$ cat config.mk
export PLATFORM = sky130hd
export DESIGN_NAME = rdcntrl_gen_flat
export DESIGN_NICKNAME = d
export VERILOG_FILES = /design/src/rtl/rdcntrl_gen_if.sv /design/src/rtl/rdcntrl_gen.sv /design/src/flat_wrapper.sv
export SDC_FILE = /design/constraint.sdc
export NUM_CORES = 1
export LEC_CHECK = 0
export ABC_AREA = 0
export BUFFER_PORTS_ARGS = -buffer_cell sky130_fd_sc_hd__buf_2
export CAP_MARGIN = 40
export CORE_ASPECT_RATIO = 1.4
export CORE_MARGIN = 8
export CORE_UTILIZATION = 50
export CTS_BUF_LIST = sky130_fd_sc_hd__clkbuf_4 sky130_fd_sc_hd__clkbuf_8
export CTS_CLUSTER_SIZE = 16
export DETAILED_ROUTE_END_ITERATION = 10
export GPL_ROUTABILITY_DRIVEN = 0
export PLACE_DENSITY = 0.69
export SLEW_MARGIN = 20
export SYNTH_ARGS = -nofsm -noshare
export SYNTH_HDL_FRONTEND = slang
export SYNTH_SLANG_ARGS = --single-unit
$ cat constraint.sdc
create_clock -name CLK -period 3.5 [get_ports CLK]
set_input_delay 0.175 -clock CLK [delete_from_list [all_inputs] [get_ports CLK]]
set_output_delay 0.175 -clock CLK [all_outputs]
set_load 0.05 [all_outputs]
$ cat src/rtl/rdcntrl_gen_if.sv
// Bundle for the rdcntrl_gen readout controller: trigger-match inputs, SCA
// readout handshake and L1A-number FIFO port. The master drives the inputs.
interface rdcntrl_gen_if #(
    parameter int BLK_W  = 4,
    parameter int L1P_W  = 8,
    parameter int L1AN_W = 6
);
    logic              PBEND;
    logic              MATCH;
    logic              NO_MATCH;
    logic              L1A;
    logic              L1A_PHASE;
    logic [2:0]        WIN;
    logic [BLK_W-1:0]  BLKIN;
    logic [L1P_W-1:0]  L1PIN;
    logic              TRGDONE;
    logic              POPL1AN;
    logic              DAV;
    logic [BLK_W-1:0]  BLKOUT;
    logic [L1P_W-1:0]  L1POUT;
    logic              SCND_BLK;
    logic              NOL1A_MATCH;
    logic              DFULL;
    logic              DEMPTY;
    logic              OVF;
    logic [L1AN_W-1:0] L1ANUM;
    logic              L1A_PHASE_OUT;
    logic              L1EMPTY;
    logic              L1FULL;
    logic              PERR;

    modport master (
        output PBEND, MATCH, NO_MATCH, L1A, L1A_PHASE, WIN, BLKIN, L1PIN, TRGDONE, POPL1AN,
        input  DAV, BLKOUT, L1POUT, SCND_BLK, NOL1A_MATCH, DFULL, DEMPTY, OVF,
               L1ANUM, L1A_PHASE_OUT, L1EMPTY, L1FULL, PERR
    );

    modport slave (
        input  PBEND, MATCH, NO_MATCH, L1A, L1A_PHASE, WIN, BLKIN, L1PIN, TRGDONE, POPL1AN,
        output DAV, BLKOUT, L1POUT, SCND_BLK, NOL1A_MATCH, DFULL, DEMPTY, OVF,
               L1ANUM, L1A_PHASE_OUT, L1EMPTY, L1FULL, PERR
    );
endinterface

$ cat src/rtl/rdcntrl_gen.sv
// CFEB readout controller: match history, descriptor FIFO with DAV/TRGDONE
// handshake, and L1A-number FIFO. Define RDCNTRL_PARITY_EN for descriptor parity.
module rdcntrl_gen #(
    parameter int BLK_W   = 4,
    parameter int L1P_W   = 8,
    parameter int L1AN_W  = 6,
    parameter int QDEPTH  = 4,
    parameter int MAX_WIN = 4
) (
    input logic          CLK,
    input logic          RST_N,
    rdcntrl_gen_if.slave bus
);
    localparam int AW = $clog2(QDEPTH);
    localparam int CW = AW + 1;
`ifdef RDCNTRL_PARITY_EN
    localparam int PW = 1;
`else
    localparam int PW = 0;
`endif
    localparam int DW = BLK_W + L1P_W + 1 + PW;
    localparam logic [2:0]    WIN_MAX = 3'(MAX_WIN);
    localparam logic [CW-1:0] DEPTH   = CW'(QDEPTH);

    typedef enum logic [1:0] {IDLE, PRES, POPS} state_e;

    state_e              state_q, state_d;
    logic [MAX_WIN:0]    f_q, f_d, l_q, l_d;
    logic [DW-1:0]       dmem_q [QDEPTH];
    logic [L1AN_W:0]     lmem_q [QDEPTH];
    logic [AW-1:0]       d_wr_q, d_wr_d, d_rd_q, d_rd_d;
    logic [AW-1:0]       l_wr_q, l_wr_d, l_rd_q, l_rd_d;
    logic [CW-1:0]       d_cnt_q, d_cnt_d, l_cnt_q, l_cnt_d;
    logic [L1AN_W-1:0]   l1a_cnt_q, l1a_cnt_d;
    logic                ovf_q, ovf_d;
    logic [BLK_W-1:0]    blk_q, blk_d;
    logic [L1P_W-1:0]    l1p_q, l1p_d;
    logic                scnd_q, scnd_d;
`ifdef RDCNTRL_PARITY_EN
    logic                perr_q, perr_d;
`endif

    logic [2:0]          win_eff;
    logic                yes, lno;
    logic [DW-1:0]       d_entry, d_head;
    logic                d_full, d_empty, d_push, d_pop, d_wr_en;
    logic                l_full, l_empty, l_pop, l_wr_en;
    logic                load;

    // Effective window clamps WIN into 1..MAX_WIN before selecting history taps.
    always_comb begin
        win_eff = bus.WIN;
        if (bus.WIN == 3'd0)        win_eff = 3'd1;
        else if (bus.WIN > WIN_MAX) win_eff = WIN_MAX;
        yes = 1'b0;
        lno = 1'b0;
        for (int k = 1; k <= MAX_WIN; k++) begin
            if (k <= int'(win_eff)) begin
                yes = yes | f_q[k];
                lno = lno | l_q[k];
            end
        end
    end

    // NOTE: every always_comb output gets a default first so no path infers a latch.
    always_comb begin
        f_d = f_q;
        l_d = l_q;
        if (bus.PBEND) begin
            f_d[MAX_WIN:1] = f_q[MAX_WIN-1:0];
            l_d[MAX_WIN:1] = l_q[MAX_WIN-1:0];
        end
        f_d[0] = bus.MATCH    | (f_q[0] & ~bus.PBEND);
        l_d[0] = bus.NO_MATCH | (l_q[0] & ~bus.PBEND);
    end

`ifdef RDCNTRL_PARITY_EN
    assign d_entry = {bus.BLKIN, bus.L1PIN, f_q[1], ^{bus.BLKIN, bus.L1PIN, f_q[1]}};
`else
    assign d_entry = {bus.BLKIN, bus.L1PIN, f_q[1]};
`endif
    assign d_head  = dmem_q[d_rd_q];
    assign d_full  = (d_cnt_q == DEPTH);
    assign d_empty = (d_cnt_q == '0);
    assign d_push  = bus.PBEND & f_q[0];
    assign d_pop   = (state_q == POPS) & ~d_empty;
    // A full FIFO still accepts a write when the head leaves in the same cycle.
    assign d_wr_en = d_push & (~d_full | d_pop);

    assign l_full  = (l_cnt_q == DEPTH);
    assign l_empty = (l_cnt_q == '0);
    assign l_pop   = bus.POPL1AN & ~l_empty;
    assign l_wr_en = bus.L1A & (~l_full | l_pop);

    always_comb begin
        state_d = state_q;
        load    = 1'b0;
        case (state_q)
            IDLE: if (!d_empty) begin
                state_d = PRES;
                load    = 1'b1;
            end
            PRES: if (bus.TRGDONE) state_d = POPS;
            POPS: state_d = IDLE;
            default: state_d = IDLE;
        endcase
    end

    always_comb begin
        d_wr_d    = d_wr_en ? d_wr_q + 1'b1 : d_wr_q;
        d_rd_d    = d_pop   ? d_rd_q + 1'b1 : d_rd_q;
        l_wr_d    = l_wr_en ? l_wr_q + 1'b1 : l_wr_q;
        l_rd_d    = l_pop   ? l_rd_q + 1'b1 : l_rd_q;
        d_cnt_d   = d_cnt_q;
        l_cnt_d   = l_cnt_q;
        case ({d_wr_en, d_pop})
            2'b10:   d_cnt_d = d_cnt_q + 1'b1;
            2'b01:   d_cnt_d = d_cnt_q - 1'b1;
            default: d_cnt_d = d_cnt_q;
        endcase
        case ({l_wr_en, l_pop})
            2'b10:   l_cnt_d = l_cnt_q + 1'b1;
            2'b01:   l_cnt_d = l_cnt_q - 1'b1;
            default: l_cnt_d = l_cnt_q;
        endcase
        l1a_cnt_d = bus.L1A ? l1a_cnt_q + 1'b1 : l1a_cnt_q;
        ovf_d     = ovf_q | (d_push & ~d_wr_en) | (bus.L1A & ~l_wr_en);
        blk_d     = load ? d_head[DW-1 -: BLK_W]       : blk_q;
        l1p_d     = load ? d_head[DW-1-BLK_W -: L1P_W] : l1p_q;
        scnd_d    = load ? d_head[PW]                   : scnd_q;
`ifdef RDCNTRL_PARITY_EN
        perr_d    = load & (^d_head);
`endif
    end

    always_ff @(posedge CLK) begin
        if (!RST_N) begin
            state_q   <= IDLE;
            f_q       <= '0;
            l_q       <= '0;
            d_wr_q    <= '0;
            d_rd_q    <= '0;
            d_cnt_q   <= '0;
            l_wr_q    <= '0;
            l_rd_q    <= '0;
            l_cnt_q   <= '0;
            l1a_cnt_q <= '0;
            ovf_q     <= 1'b0;
            blk_q     <= '0;
            l1p_q     <= '0;
            scnd_q    <= 1'b0;
`ifdef RDCNTRL_PARITY_EN
            perr_q    <= 1'b0;
`endif
        end else begin
            state_q   <= state_d;
            f_q       <= f_d;
            l_q       <= l_d;
            d_wr_q    <= d_wr_d;
            d_rd_q    <= d_rd_d;
            d_cnt_q   <= d_cnt_d;
            l_wr_q    <= l_wr_d;
            l_rd_q    <= l_rd_d;
            l_cnt_q   <= l_cnt_d;
            l1a_cnt_q <= l1a_cnt_d;
            ovf_q     <= ovf_d;
            blk_q     <= blk_d;
            l1p_q     <= l1p_d;
            scnd_q    <= scnd_d;
`ifdef RDCNTRL_PARITY_EN
            perr_q    <= perr_d;
`endif
        end
    end

    // NOTE: FIFO storage is not reset; the counts gate every read, so stale words are never used.
    always_ff @(posedge CLK) begin
        if (d_wr_en) dmem_q[d_wr_q] <= d_entry;
        if (l_wr_en) lmem_q[l_wr_q] <= {l1a_cnt_q, bus.L1A_PHASE};
    end

    assign bus.DAV           = (state_q == PRES);
    assign bus.BLKOUT        = blk_q;
    assign bus.L1POUT        = l1p_q;
    assign bus.SCND_BLK      = scnd_q;
    assign bus.NOL1A_MATCH   = lno & ~yes;
    assign bus.DFULL         = d_full;
    assign bus.DEMPTY        = d_empty;
    assign bus.OVF           = ovf_q;
    assign bus.L1ANUM        = lmem_q[l_rd_q][L1AN_W:1];
    assign bus.L1A_PHASE_OUT = lmem_q[l_rd_q][0];
    assign bus.L1EMPTY       = l_empty;
    assign bus.L1FULL        = l_full;
`ifdef RDCNTRL_PARITY_EN
    assign bus.PERR          = perr_q;
`else
    assign bus.PERR          = 1'b0;
`endif
endmodule

$ cat src/flat_wrapper.sv
// flat-port wrapper written by rule: the top's interface ports become plain ports
module rdcntrl_gen_flat 
#(
    parameter int BLK_W   = 4,
    parameter int L1P_W   = 8,
    parameter int L1AN_W  = 6,
    parameter int QDEPTH  = 4,
    parameter int MAX_WIN = 4
)
  (CLK, RST_N, bus_PBEND, bus_MATCH, bus_NO_MATCH, bus_L1A, bus_L1A_PHASE, bus_WIN, bus_BLKIN, bus_L1PIN, bus_TRGDONE, bus_POPL1AN, bus_DAV, bus_BLKOUT, bus_L1POUT, bus_SCND_BLK, bus_NOL1A_MATCH, bus_DFULL, bus_DEMPTY, bus_OVF, bus_L1ANUM, bus_L1A_PHASE_OUT, bus_L1EMPTY, bus_L1FULL, bus_PERR);
  rdcntrl_gen_if #(.BLK_W(BLK_W), .L1P_W(L1P_W), .L1AN_W(L1AN_W)) bus_i ();
  input logic CLK;
  input logic RST_N;
  input wire logic [$bits(bus_i.PBEND)-1:0] bus_PBEND;
  input wire logic [$bits(bus_i.MATCH)-1:0] bus_MATCH;
  input wire logic [$bits(bus_i.NO_MATCH)-1:0] bus_NO_MATCH;
  input wire logic [$bits(bus_i.L1A)-1:0] bus_L1A;
  input wire logic [$bits(bus_i.L1A_PHASE)-1:0] bus_L1A_PHASE;
  input wire logic [$bits(bus_i.WIN)-1:0] bus_WIN;
  input wire logic [$bits(bus_i.BLKIN)-1:0] bus_BLKIN;
  input wire logic [$bits(bus_i.L1PIN)-1:0] bus_L1PIN;
  input wire logic [$bits(bus_i.TRGDONE)-1:0] bus_TRGDONE;
  input wire logic [$bits(bus_i.POPL1AN)-1:0] bus_POPL1AN;
  output wire logic [$bits(bus_i.DAV)-1:0] bus_DAV;
  output wire logic [$bits(bus_i.BLKOUT)-1:0] bus_BLKOUT;
  output wire logic [$bits(bus_i.L1POUT)-1:0] bus_L1POUT;
  output wire logic [$bits(bus_i.SCND_BLK)-1:0] bus_SCND_BLK;
  output wire logic [$bits(bus_i.NOL1A_MATCH)-1:0] bus_NOL1A_MATCH;
  output wire logic [$bits(bus_i.DFULL)-1:0] bus_DFULL;
  output wire logic [$bits(bus_i.DEMPTY)-1:0] bus_DEMPTY;
  output wire logic [$bits(bus_i.OVF)-1:0] bus_OVF;
  output wire logic [$bits(bus_i.L1ANUM)-1:0] bus_L1ANUM;
  output wire logic [$bits(bus_i.L1A_PHASE_OUT)-1:0] bus_L1A_PHASE_OUT;
  output wire logic [$bits(bus_i.L1EMPTY)-1:0] bus_L1EMPTY;
  output wire logic [$bits(bus_i.L1FULL)-1:0] bus_L1FULL;
  output wire logic [$bits(bus_i.PERR)-1:0] bus_PERR;
  assign bus_i.PBEND = bus_PBEND;
  assign bus_i.MATCH = bus_MATCH;
  assign bus_i.NO_MATCH = bus_NO_MATCH;
  assign bus_i.L1A = bus_L1A;
  assign bus_i.L1A_PHASE = bus_L1A_PHASE;
  assign bus_i.WIN = bus_WIN;
  assign bus_i.BLKIN = bus_BLKIN;
  assign bus_i.L1PIN = bus_L1PIN;
  assign bus_i.TRGDONE = bus_TRGDONE;
  assign bus_i.POPL1AN = bus_POPL1AN;
  assign bus_DAV = bus_i.DAV;
  assign bus_BLKOUT = bus_i.BLKOUT;
  assign bus_L1POUT = bus_i.L1POUT;
  assign bus_SCND_BLK = bus_i.SCND_BLK;
  assign bus_NOL1A_MATCH = bus_i.NOL1A_MATCH;
  assign bus_DFULL = bus_i.DFULL;
  assign bus_DEMPTY = bus_i.DEMPTY;
  assign bus_OVF = bus_i.OVF;
  assign bus_L1ANUM = bus_i.L1ANUM;
  assign bus_L1A_PHASE_OUT = bus_i.L1A_PHASE_OUT;
  assign bus_L1EMPTY = bus_i.L1EMPTY;
  assign bus_L1FULL = bus_i.L1FULL;
  assign bus_PERR = bus_i.PERR;
  rdcntrl_gen #(.BLK_W(BLK_W), .L1P_W(L1P_W), .L1AN_W(L1AN_W), .QDEPTH(QDEPTH), .MAX_WIN(MAX_WIN)) u_core (.CLK(CLK), .RST_N(RST_N), .bus(bus_i));
endmodule
==> impl_metrics.tcl, run 1 <==
set metrics [dict create \
    status "complete, no violations" \
    die_y_um 134 \
    hpwl_um 5960 \
    ioPinCount 52 \
    core_sq_mm 0.00985 \
    drcViolationCount 0 \
    synthTopCellsByArea "edfxtp_1 48%, dfxtp_1 19%, mux4_2 6.3%" \
    clk_path_buf_depth 2 \
    relSlewSlack_pct 50.1 \
    required_ns 3.82 \
    diodes 0 \
    wl_per_cell_um 16.1 \
    drt_iter0_drc 164 \
    layout_common_cells "80 x edfxtp_1, 50 x buf_2, 48 x dfxtp_1" \
    synthAdderAreaFrac_pct 3.55 \
    synthCells 325 \
    worstMarginPinSlew_ns 0.744 \
    grt_pass1_wl_um 14700 \
    grt_pass1_vias 2982 \
    htreeDepth 4 \
    finalClockSkew_ns 0.0151 \
    p_leak_nw 2.16 \
    hold_violations 0 \
    slew_violations 0 \
    path_clk_slew_ns 0.06 \
    syn-num-nets 362 \
    cts-root-buf "clkbuf_8" \
    setup_tns_ns 0 \
    arrival_ns 2.77 \
    drive_gt1_share_pct 24.1 \
    ys_seq_area_share_pct 67.2 \
    setup_viol 0 \
    grtUsageTotal_pct 14.4 \
    synth.cell_area_sq_mm 0.00501 \
    first_pass_iters 4 \
    clk_latency_ns 0.42 \
    fin_util_pct 59.7 \
    maxCapViolations 0 \
    antenna_found_initial 0 \
    path_class "reg2reg" \
    rsz0062_at_grt "false" \
    met2_usage_pct 25.1 \
    grt.overflow.total 0 \
    vias 2800 \
    hold_class "in2reg" \
    die_w_um 101 \
    synth_compound_area_share_pct 5.25 \
    synthXorXnorAreaFrac_pct 1.75 \
    dieArea_sq_mm 0.0135 \
    cp_max_fo 7 \
    nFillCells 772 \
    ys_warn_count 0 \
    yosysTopAreaCell "edfxtp_1" \
    grt_start_max_net_pins 28 \
    period_needed_ns 2.45 \
    grtUsageMet3_pct 5.08 \
    instances_no_fill 545 \
    final_common_cell "edfxtp_1" \
    area_delta_synth_final_pct 17.4 \
    startpoint_type "flop" \
    post_cts_buffers 0 \
    fmax_ghz 0.408 \
    synth_top_area_share_pct 48.0 \
    rows 43 \
    synth.avg_cell_area_sq_um 15.4 \
    end_kind "flop" \
    irDropWorstVdd_v 0.000301 \
    synthArstFlopShare_pct 0 \
    postRouteWirelength_um 8770 \
    synthFlopType "edfxtp_1" \
    synth_cell_type_count 43 \
    pwr_density_cell_mw_per_mm2 584 \
    cts_tree "done" \
    numCtsBuffers 17 \
    use_met1_pct 15.0 \
    vias_per_cell 5.14 \
    synth-seq-cells 128 \
    nNetsFinal 434 \
    synth_top_family_by_area "multiplexers" \
    post-route-period-util_pct 70.0 \
    synth_edf_count 80 \
    clock_sinks 128 \
    initial_core_util_pct 50.9 \
    synth-simple-area-share_pct 7.15 \
    numPlacedInstances 497 \
    numPortBuffers 50 \
    top_usage_layer "met2" \
    ant_nets 0 \
    synthMuxAreaShare_pct 12.0 \
]
routing by layer:
| metal | part of all wire, % | routed length [um] |
|---|---|---|
| met5 | 0 | 0 |
| met4 | 1.3 | 115 |
| met3 | 4.6 | 405 |
| met2 | 55 | 4820 |
| met1 | 39 | 3430 |
Yosys cell counts, types with 2 or more instances:
cell and number:
buf_6 3, mux4_2 14, ha_1 11, nor2b_1 2
dfxtp_1 48, a22o_1 13, edfxtp_1 80, buf_2 4
inv_1 16, mux4_1 6, clkbuf_1 6, o31ai_1 2
xor2_1 9, nor2_1 25, nand4_1 2, nor3b_1 4
nand2b_1 3, or3_1 3, fa_1 2, o21ai_0 5
a21oi_1 12, mux2i_1 13, nand2_1 15, and2_1 8
state kept, by name (all words and copies together), names as in the netlist, 3 cells and up, named ones only:
name               cells
u_core.bus.BLKOUT      4
u_core.bus.L1POUT      8
u_core.d_cnt_q         3
u_core.dmem_q         52
u_core.f_q             5
u_core.l1a_cnt_q       6
u_core.l_cnt_q         3
u_core.l_q             5
u_core.lmem_q         28
worst max-delay path: stages (launching register included):
cell and delay, ns:
dfxtp_1 0.41, nor4b_1 0.39, nor2b_1 0.21, inv_1 0.09, ha_1 0.18, inv_1 0.06, fa_1 0.38, xor2_1 0.16
or3_1 0.31, a21oi_1 0.16
timing repair:
| item | 4_1_cts | 5_1_grt |
|---|---|---|
| resized for setup | 0 | 0 |
| endpoints found under the hold margin | 55 | 0 |
| hold buffers | 16 | 0 |
| endpoints found under the setup margin | 0 | 0 |
layout make-up:
type	instances	area, sq um	share of cell area (%)
multi-input cells	165	1490	25.4
repair buffers	68	433	7.36
inverters	17	63.8	1.09
clock inverters	8	66.3	1.13
flip-flops and latches	128	3360	57.2
clock buffers	24	293	4.98
well taps	135	169	2.87
kinds of logic (layout without fill, tap and decap cells):
kind of cell    Yosys count  in the layout
flops                   128            128
simple gates             70             70
compound gates           38             38
mux                      33             33
buf+inv                  32            117
fa+ha+maj                13             13
xor+xnor                 10             10
other cells               1              1
stage by stage:
step	worst slack [ns]	power (mW)	hold slack, ns	instance area (sq um)
final	1.05	3.44	0.122	5880
after detailed placement	1.04	2.33	0.395	5360
after floorplan	0.188	2.20	0.274	5010
after global placement	1.17	2.31	0.380	5340
after CTS	1.01	3.47	0.0923	5880
after global routing	0.810	3.60	0.124	5880
worst paths after layout:
| kind | startpoint | to | slack (ns) | cells past startpoint |
|---|---|---|---|---|
| min reg2reg | u_core.bus.BLKOUT[1] | u_core.bus.BLKOUT[1] | 0.48 | 1 |
| max | u_core.l_cnt_q[2] | u_core.l_cnt_q[2] | 1.05 | 9 |
| max reg2reg | u_core.l_cnt_q[2] | u_core.l_cnt_q[2] | 1.05 | 9 |
| min | bus_L1A | u_core.bus.OVF | 0.12 | 3 |
where the power goes:
part           switching (mW)  total, mW  internal [mW]
combinational           0.357      0.545          0.188
clock                   0.517       1.14          0.619
sequential             0.0726       1.76           1.68
total                   0.946       3.44           2.49
No activity file was read; power rests on OpenSTA's default activity.
==> run 2: changes to the inputs <==
--- a/config.mk
+++ b/config.mk
@@ -15,7 +15,7 @@
 export CTS_CLUSTER_SIZE = 16
 export DETAILED_ROUTE_END_ITERATION = 10
 export GPL_ROUTABILITY_DRIVEN = 0
-export PLACE_DENSITY = 0.69
+export PLACE_DENSITY = 0.72
 export SLEW_MARGIN = 20
 export SYNTH_ARGS = -nofsm -noshare
 export SYNTH_HDL_FRONTEND = slang
==> constraint.sdc (replaced) <==
create_clock -name CLK -period 2.1 [get_ports CLK]
set_input_delay 0.105 -clock CLK [delete_from_list [all_inputs] [get_ports CLK]]
set_output_delay 0.105 -clock CLK [all_outputs]
set_load 0.05 [all_outputs]
==> impl_metrics.tcl, run 2 (same netlist as run 1, synthesis figures left out) <==
set metrics [dict create \
    drive_gt1_share_pct 30.4 \
    grtUsageTotal_pct 14.2 \
    ioPinCount 52 \
    hold_violations 0 \
    startpoint_type "flop" \
    die_w_um 101 \
    fin_util_pct 62.5 \
    period_needed_ns 2.04 \
    required_ns 2.46 \
    slew_violations 0 \
    first_pass_iters 4 \
    worst-path-stages 9 \
    numPortBuffers 50 \
    crit_path_cell_trace "nor4b_2 -> nor2b_1 -> inv_1 -> ha_4 -> inv_1 -> fa_2 -> xor2_1 -> or3_1 -> a21oi_1" \
    numCtsBuffers 17 \
    startpoint "u_core.l_cnt_q[1]" \
    clock_sinks 128 \
    worstMarginPinSlew_ns 0.631 \
    vias 2850 \
    post-route-period-util_pct 97.2 \
    ant_nets 0 \
    relSlewSlack_pct 57.9 \
    irDropWorstVdd_v 0.000501 \
    pwr_density_cell_mw_per_mm2 1020 \
    dieArea_sq_mm 0.0135 \
    cp_max_fo 2 \
    cp_num_buf_inv 2 \
    drcViolationCount 0 \
    htreeDepth 4 \
    crit_end "u_core.l_cnt_q[2]" \
    largest_register_ffs 52 \
    path_delay_family "simple AND/OR/NAND/NOR gates" \
    vias_per_cell 5.07 \
    critPathSlowestCell "dfxtp_2" \
    layout_common_cells "80 x edfxtp_1, 50 x buf_2, 44 x dfxtp_1" \
    rows 43 \
    fmax_ghz 0.490 \
    clk_path_buf_depth 2 \
    rr_endpoint "u_core.l_cnt_q[2]" \
    instances_no_fill 562 \
    r2r_setup_slack_ns 0.06 \
    critPathMaxStageDelay_ns 0.33 \
    die_y_um 134 \
    setup_viol 0 \
    path_clk_slew_ns 0.07 \
    grt_start_max_net_pins 19 \
    area_delta_synth_final_pct 23.0 \
    hpwl_um 6180 \
    core_sq_mm 0.00985 \
    cts-root-buf "clkbuf_8" \
    initial_core_util_pct 50.9 \
    drt_iter0_drc 139 \
    nNetsFinal 451 \
    p_leak_nw 2.30 \
    regMostFlops "u_core.dmem_q" \
    cts_tree "done" \
    wl_per_cell_um 16.0 \
    rsz0062_at_grt "true" \
    grt_pass1_wl_um 14300 \
    grt_pass1_vias 2923 \
    clk_latency_ns 0.43 \
    grt.overflow.total 0 \
    path_class "reg2reg" \
    r2r-start "u_core.l_cnt_q[1]" \
    numPlacedInstances 512 \
    end_kind "flop" \
    arrival_ns 2.40 \
    postRouteWirelength_um 8980 \
    finalClockSkew_ns 0.00935 \
    antenna_found_initial 0 \
    status "complete, no violations" \
    total_power_mw 6.31 \
    diodes 0 \
    reg2reg_depth 9 \
    hold_class "in2reg" \
    maxCapViolations 0 \
    cp_common_cell "inv_1" \
    final_common_cell "edfxtp_1" \
]
-- run 2: timing repair --
action                     in CTS  in global routing
setup endpoints to repair       1                  3
hold buffers                   16                  0
gates cloned                    0                  0
resized for setup               1                  5
hold endpoints to repair       56                  0
setup buffers                   0                  2
pin swaps                       0                  3
-- run 2: worst min path at each step --
stage	slack (ns)	start	depth (start not counted)	endpoint
floorplan	0.20	bus_BLKIN[1]	0	u_core.dmem_q[0][10]
finish	0.04	bus_L1A	3	u_core.bus.OVF
global placement	0.31	bus_NO_MATCH	3	u_core.l_q[0]
global route	0.06	RST_N	3	u_core.d_rd_q[0]
CTS	0.01	bus_L1A	3	u_core.bus.OVF
detailed placement	0.32	bus_L1PIN[4]	1	u_core.dmem_q[0][5]
-- run 2: metrics by stage --
| stage | setup TNS [ns] | worst slack, ns | hold slack (ns) | cell area, sq um |
|---|---|---|---|---|
| 6_report | 0 | 0.0585 | 0.0392 | 6160 |
| 5_1_grt | -0.0592 | -0.0572 | 0.0565 | 6160 |
| 4_1_cts | 0 | 0.00285 | 0.0101 | 6120 |
| 3_5_place_dp | 0 | 0.0107 | 0.320 | 5500 |
| 3_3_place_gp | 0 | 0.124 | 0.311 | 5490 |
| 2_1_floorplan | -0.355 | -0.245 | 0.204 | 5040 |
-- run 2: per-layer routing --
| metal | wire length [um] | vias to the layer above | track usage [%] |
|---|---|---|---|
| met5 | 0 | - | 0 |
| met4 | 173 | 0 | 7.59 |
| met3 | 347 | 17 | 4.82 |
| met2 | 5010 | 48 | 25.1 |
| met1 | 3440 | 1398 | 14.2 |
| li1 | - | 1387 | - |
-- run 2: where the power goes --
group	internal (mW)	total (mW)	switching, mW
clock network	1.44	2.38	0.935
registers	2.80	2.91	0.103
logic	0.378	1.02	0.643
-- run 2: area by class of cell --
| type | count | area [sq um] |
|---|---|---|
| clock inverter | 14 | 211 |
| inverter | 17 | 63.8 |
| multi-input combinational | 165 | 1540 |
| tap | 135 | 169 |
| clock buffer | 18 | 248 |
| timing repair buffer | 85 | 553 |
| sequential | 128 | 3370 |
| fill | 726 | 3690 |
-- run 2: tightest hold or removal path: stages --
cell and delay, ns:
buf_2 0.15, nand3_1 0.09, o21ai_0 0.07
==> run 3: changes to the inputs <==
--- a/config.mk
+++ b/config.mk
@@ -6,16 +6,16 @@
 export NUM_CORES = 1
 export LEC_CHECK = 0
 export ABC_AREA = 0
-export BUFFER_PORTS_ARGS = -buffer_cell sky130_fd_sc_hd__buf_2
+export BUFFER_PORTS_ARGS = -buffer_cell sky130_fd_sc_hd__buf_4
 export CAP_MARGIN = 40
 export CORE_ASPECT_RATIO = 1.4
 export CORE_MARGIN = 8
-export CORE_UTILIZATION = 50
+export CORE_UTILIZATION = 45
 export CTS_BUF_LIST = sky130_fd_sc_hd__clkbuf_4 sky130_fd_sc_hd__clkbuf_8
 export CTS_CLUSTER_SIZE = 16
 export DETAILED_ROUTE_END_ITERATION = 10
 export GPL_ROUTABILITY_DRIVEN = 0
-export PLACE_DENSITY = 0.72
+export PLACE_DENSITY = 0.66
 export SLEW_MARGIN = 20
 export SYNTH_ARGS = -nofsm -noshare
 export SYNTH_HDL_FRONTEND = slang
==> impl_metrics.tcl, run 3 (same netlist as run 1, synthesis figures left out) <==
set metrics [dict create \
    status "complete, no violations" \
    finalClockSkew_ns 0.0106 \
    placed_area_sq_mm 0.00564 \
    required_ns 2.45 \
    diodes 0 \
    largest_register_ffs 52 \
    clk_path_buf_depth 2 \
    arrival_ns 2.36 \
    grt_pass1_vias 3012 \
    irDropWorstVdd_v 0.000605 \
    postRouteWirelength_um 9040 \
    die_w_um 105 \
    vias 2876 \
    hold_violations 0 \
    slew_violations 0 \
    grt.overflow.total 0 \
    p_leak_nw 2.36 \
    drive_gt1_share_pct 31.1 \
    maxCapViolations 0 \
    regMostFlops "u_core.dmem_q" \
    post-route-period-util_pct 96.0 \
    rr_endpoint "u_core.l_cnt_q[2]" \
    pwr_density_cell_mw_per_mm2 1020 \
    path_clk_slew_ns 0.07 \
    dieArea_sq_mm 0.0148 \
    hold_depth 3 \
    setup_viol 0 \
    critPathMaxStageDelay_ns 0.34 \
    htreeDepth 4 \
    hold_class "in2reg" \
    startpoint_type "flop" \
    layout_common_cells "80 x edfxtp_1, 72 x buf_4, 44 x dfxtp_1" \
    area_delta_synth_final_pct 27.0 \
    reg2reg_depth 9 \
    grtUsageTotal_pct 13.0 \
    ioPinCount 52 \
    numPlacedInstances 519 \
    grt_pass1_wl_um 14900 \
    vias_per_cell 5.03 \
    hpwl_um 6200 \
    final_common_cell "edfxtp_1" \
    cts-root-buf "clkbuf_8" \
    path_class "reg2reg" \
    clock_sinks 128 \
    numPortBuffers 50 \
    relSlewSlack_pct 55.5 \
    r2r_setup_slack_ns 0.08 \
    period_needed_ns 2.02 \
    rows 45 \
    cp_max_fo 2 \
    numCtsBuffers 17 \
    hold-path-endpoint "u_core.d_wr_q[0]" \
    stdcell_area_sq_mm 0.00636 \
    dpl_worst_slack_ns 0.00398 \
    drt_iter0_drc 109 \
    initial_core_util_pct 46.1 \
    cts_tree "done" \
    end_kind "flop" \
    grt_start_max_net_pins 21 \
    core_sq_mm 0.0109 \
    worstMarginPinSlew_ns 0.667 \
    fmax_ghz 0.496 \
    ant_nets 0 \
    crit_path_cell_trace "nor4b_4 -> nor2b_1 -> inv_1 -> ha_2 -> inv_1 -> fa_2 -> xor2_1 -> or3_1 -> a21oi_2" \
    r2r-start "u_core.l_cnt_q[1]" \
    rsz0062_at_grt "true" \
    total_power_mw 6.52 \
    hp-start "RST_N" \
    cp_common_cell "inv_1" \
    instances_no_fill 572 \
    nNetsFinal 455 \
    drcViolationCount 0 \
    clk_latency_ns 0.42 \
    critPathSlowestCell "dfxtp_2" \
    first_pass_iters 4 \
    setup_ws_ns 0.0838 \
    antenna_found_initial 0 \
    wl_per_cell_um 15.8 \
    die_y_um 141 \
]
[run 3: timing repair]
action,in CTS,in global routing
gates resized for setup,4,4
hold buffers,17,0
pin swaps,1,3
setup buffers,1,3
endpoints found under the hold margin,59,0
setup endpoints to repair,1,2
[run 3: worst max-delay path by stage]
| stage | startpoint | slack (ns) | end |
|---|---|---|---|
| after floorplan | u_core.d_cnt_q[2] | -0.24 | u_core.d_cnt_q[2] |
| after global placement | u_core.l_cnt_q[1] | 0.13 | u_core.l_cnt_q[2] |
| after detailed placement | u_core.l_cnt_q[1] | 0.004 | u_core.l_cnt_q[2] |
| after CTS | u_core.l_cnt_q[1] | 0.01 | u_core.l_cnt_q[2] |
| after global routing | u_core.l_cnt_q[1] | -0.02 | u_core.l_cnt_q[2] |
| final | u_core.l_cnt_q[1] | 0.08 | u_core.l_cnt_q[2] |
[run 3: metrics by stage]
step	TNS (ns)	hold WS (ns)	utilization, %
2_1_floorplan	-0.355	0.204	-
3_5_place_dp	0	0.308	51.9
5_1_grt	-0.0245	0.0352	58.5
4_1_cts	0	0.00346	58.2
6_report	0	0.0332	58.5
3_3_place_gp	0	0.305	51.8
[run 3: power breakdown]
part / switching, mW / internal [mW]
sequential: 0.112 / 2.80
clock: 0.936 / 1.59
combinational: 0.647 / 0.433
[run 3: per-layer routing]
metal  GRT usage (%)  up-vias  share of wire, %
met4            5.73        0               1.3
met2            22.6       50                55
met5               0        -                 0
met1            13.9     1422                40
met3            4.52        7               4.0
li1                -     1397                 -
[run 3: area by class of cell]
type | instances | area (sq um)
tap | 141 | 176
clock inverter | 13 | 235
multi-input combinational | 165 | 1550
clock buffer | 19 | 255
timing repair buffer | 89 | 711
sequential | 128 | 3370
inverter | 17 | 63.8
fill | 875 | 4510
[run 3: worst max-delay path: cells and delay by family (launching register included)]
kind,cells,cell delay [ns]
and+or+nand+nor,3,0.70
DFF,1,0.34
AOI/OAI and AO/OA,1,0.13
adders and majority gates,2,0.51
xor gates and xnor gates,1,0.15
buffers and inverters,2,0.12
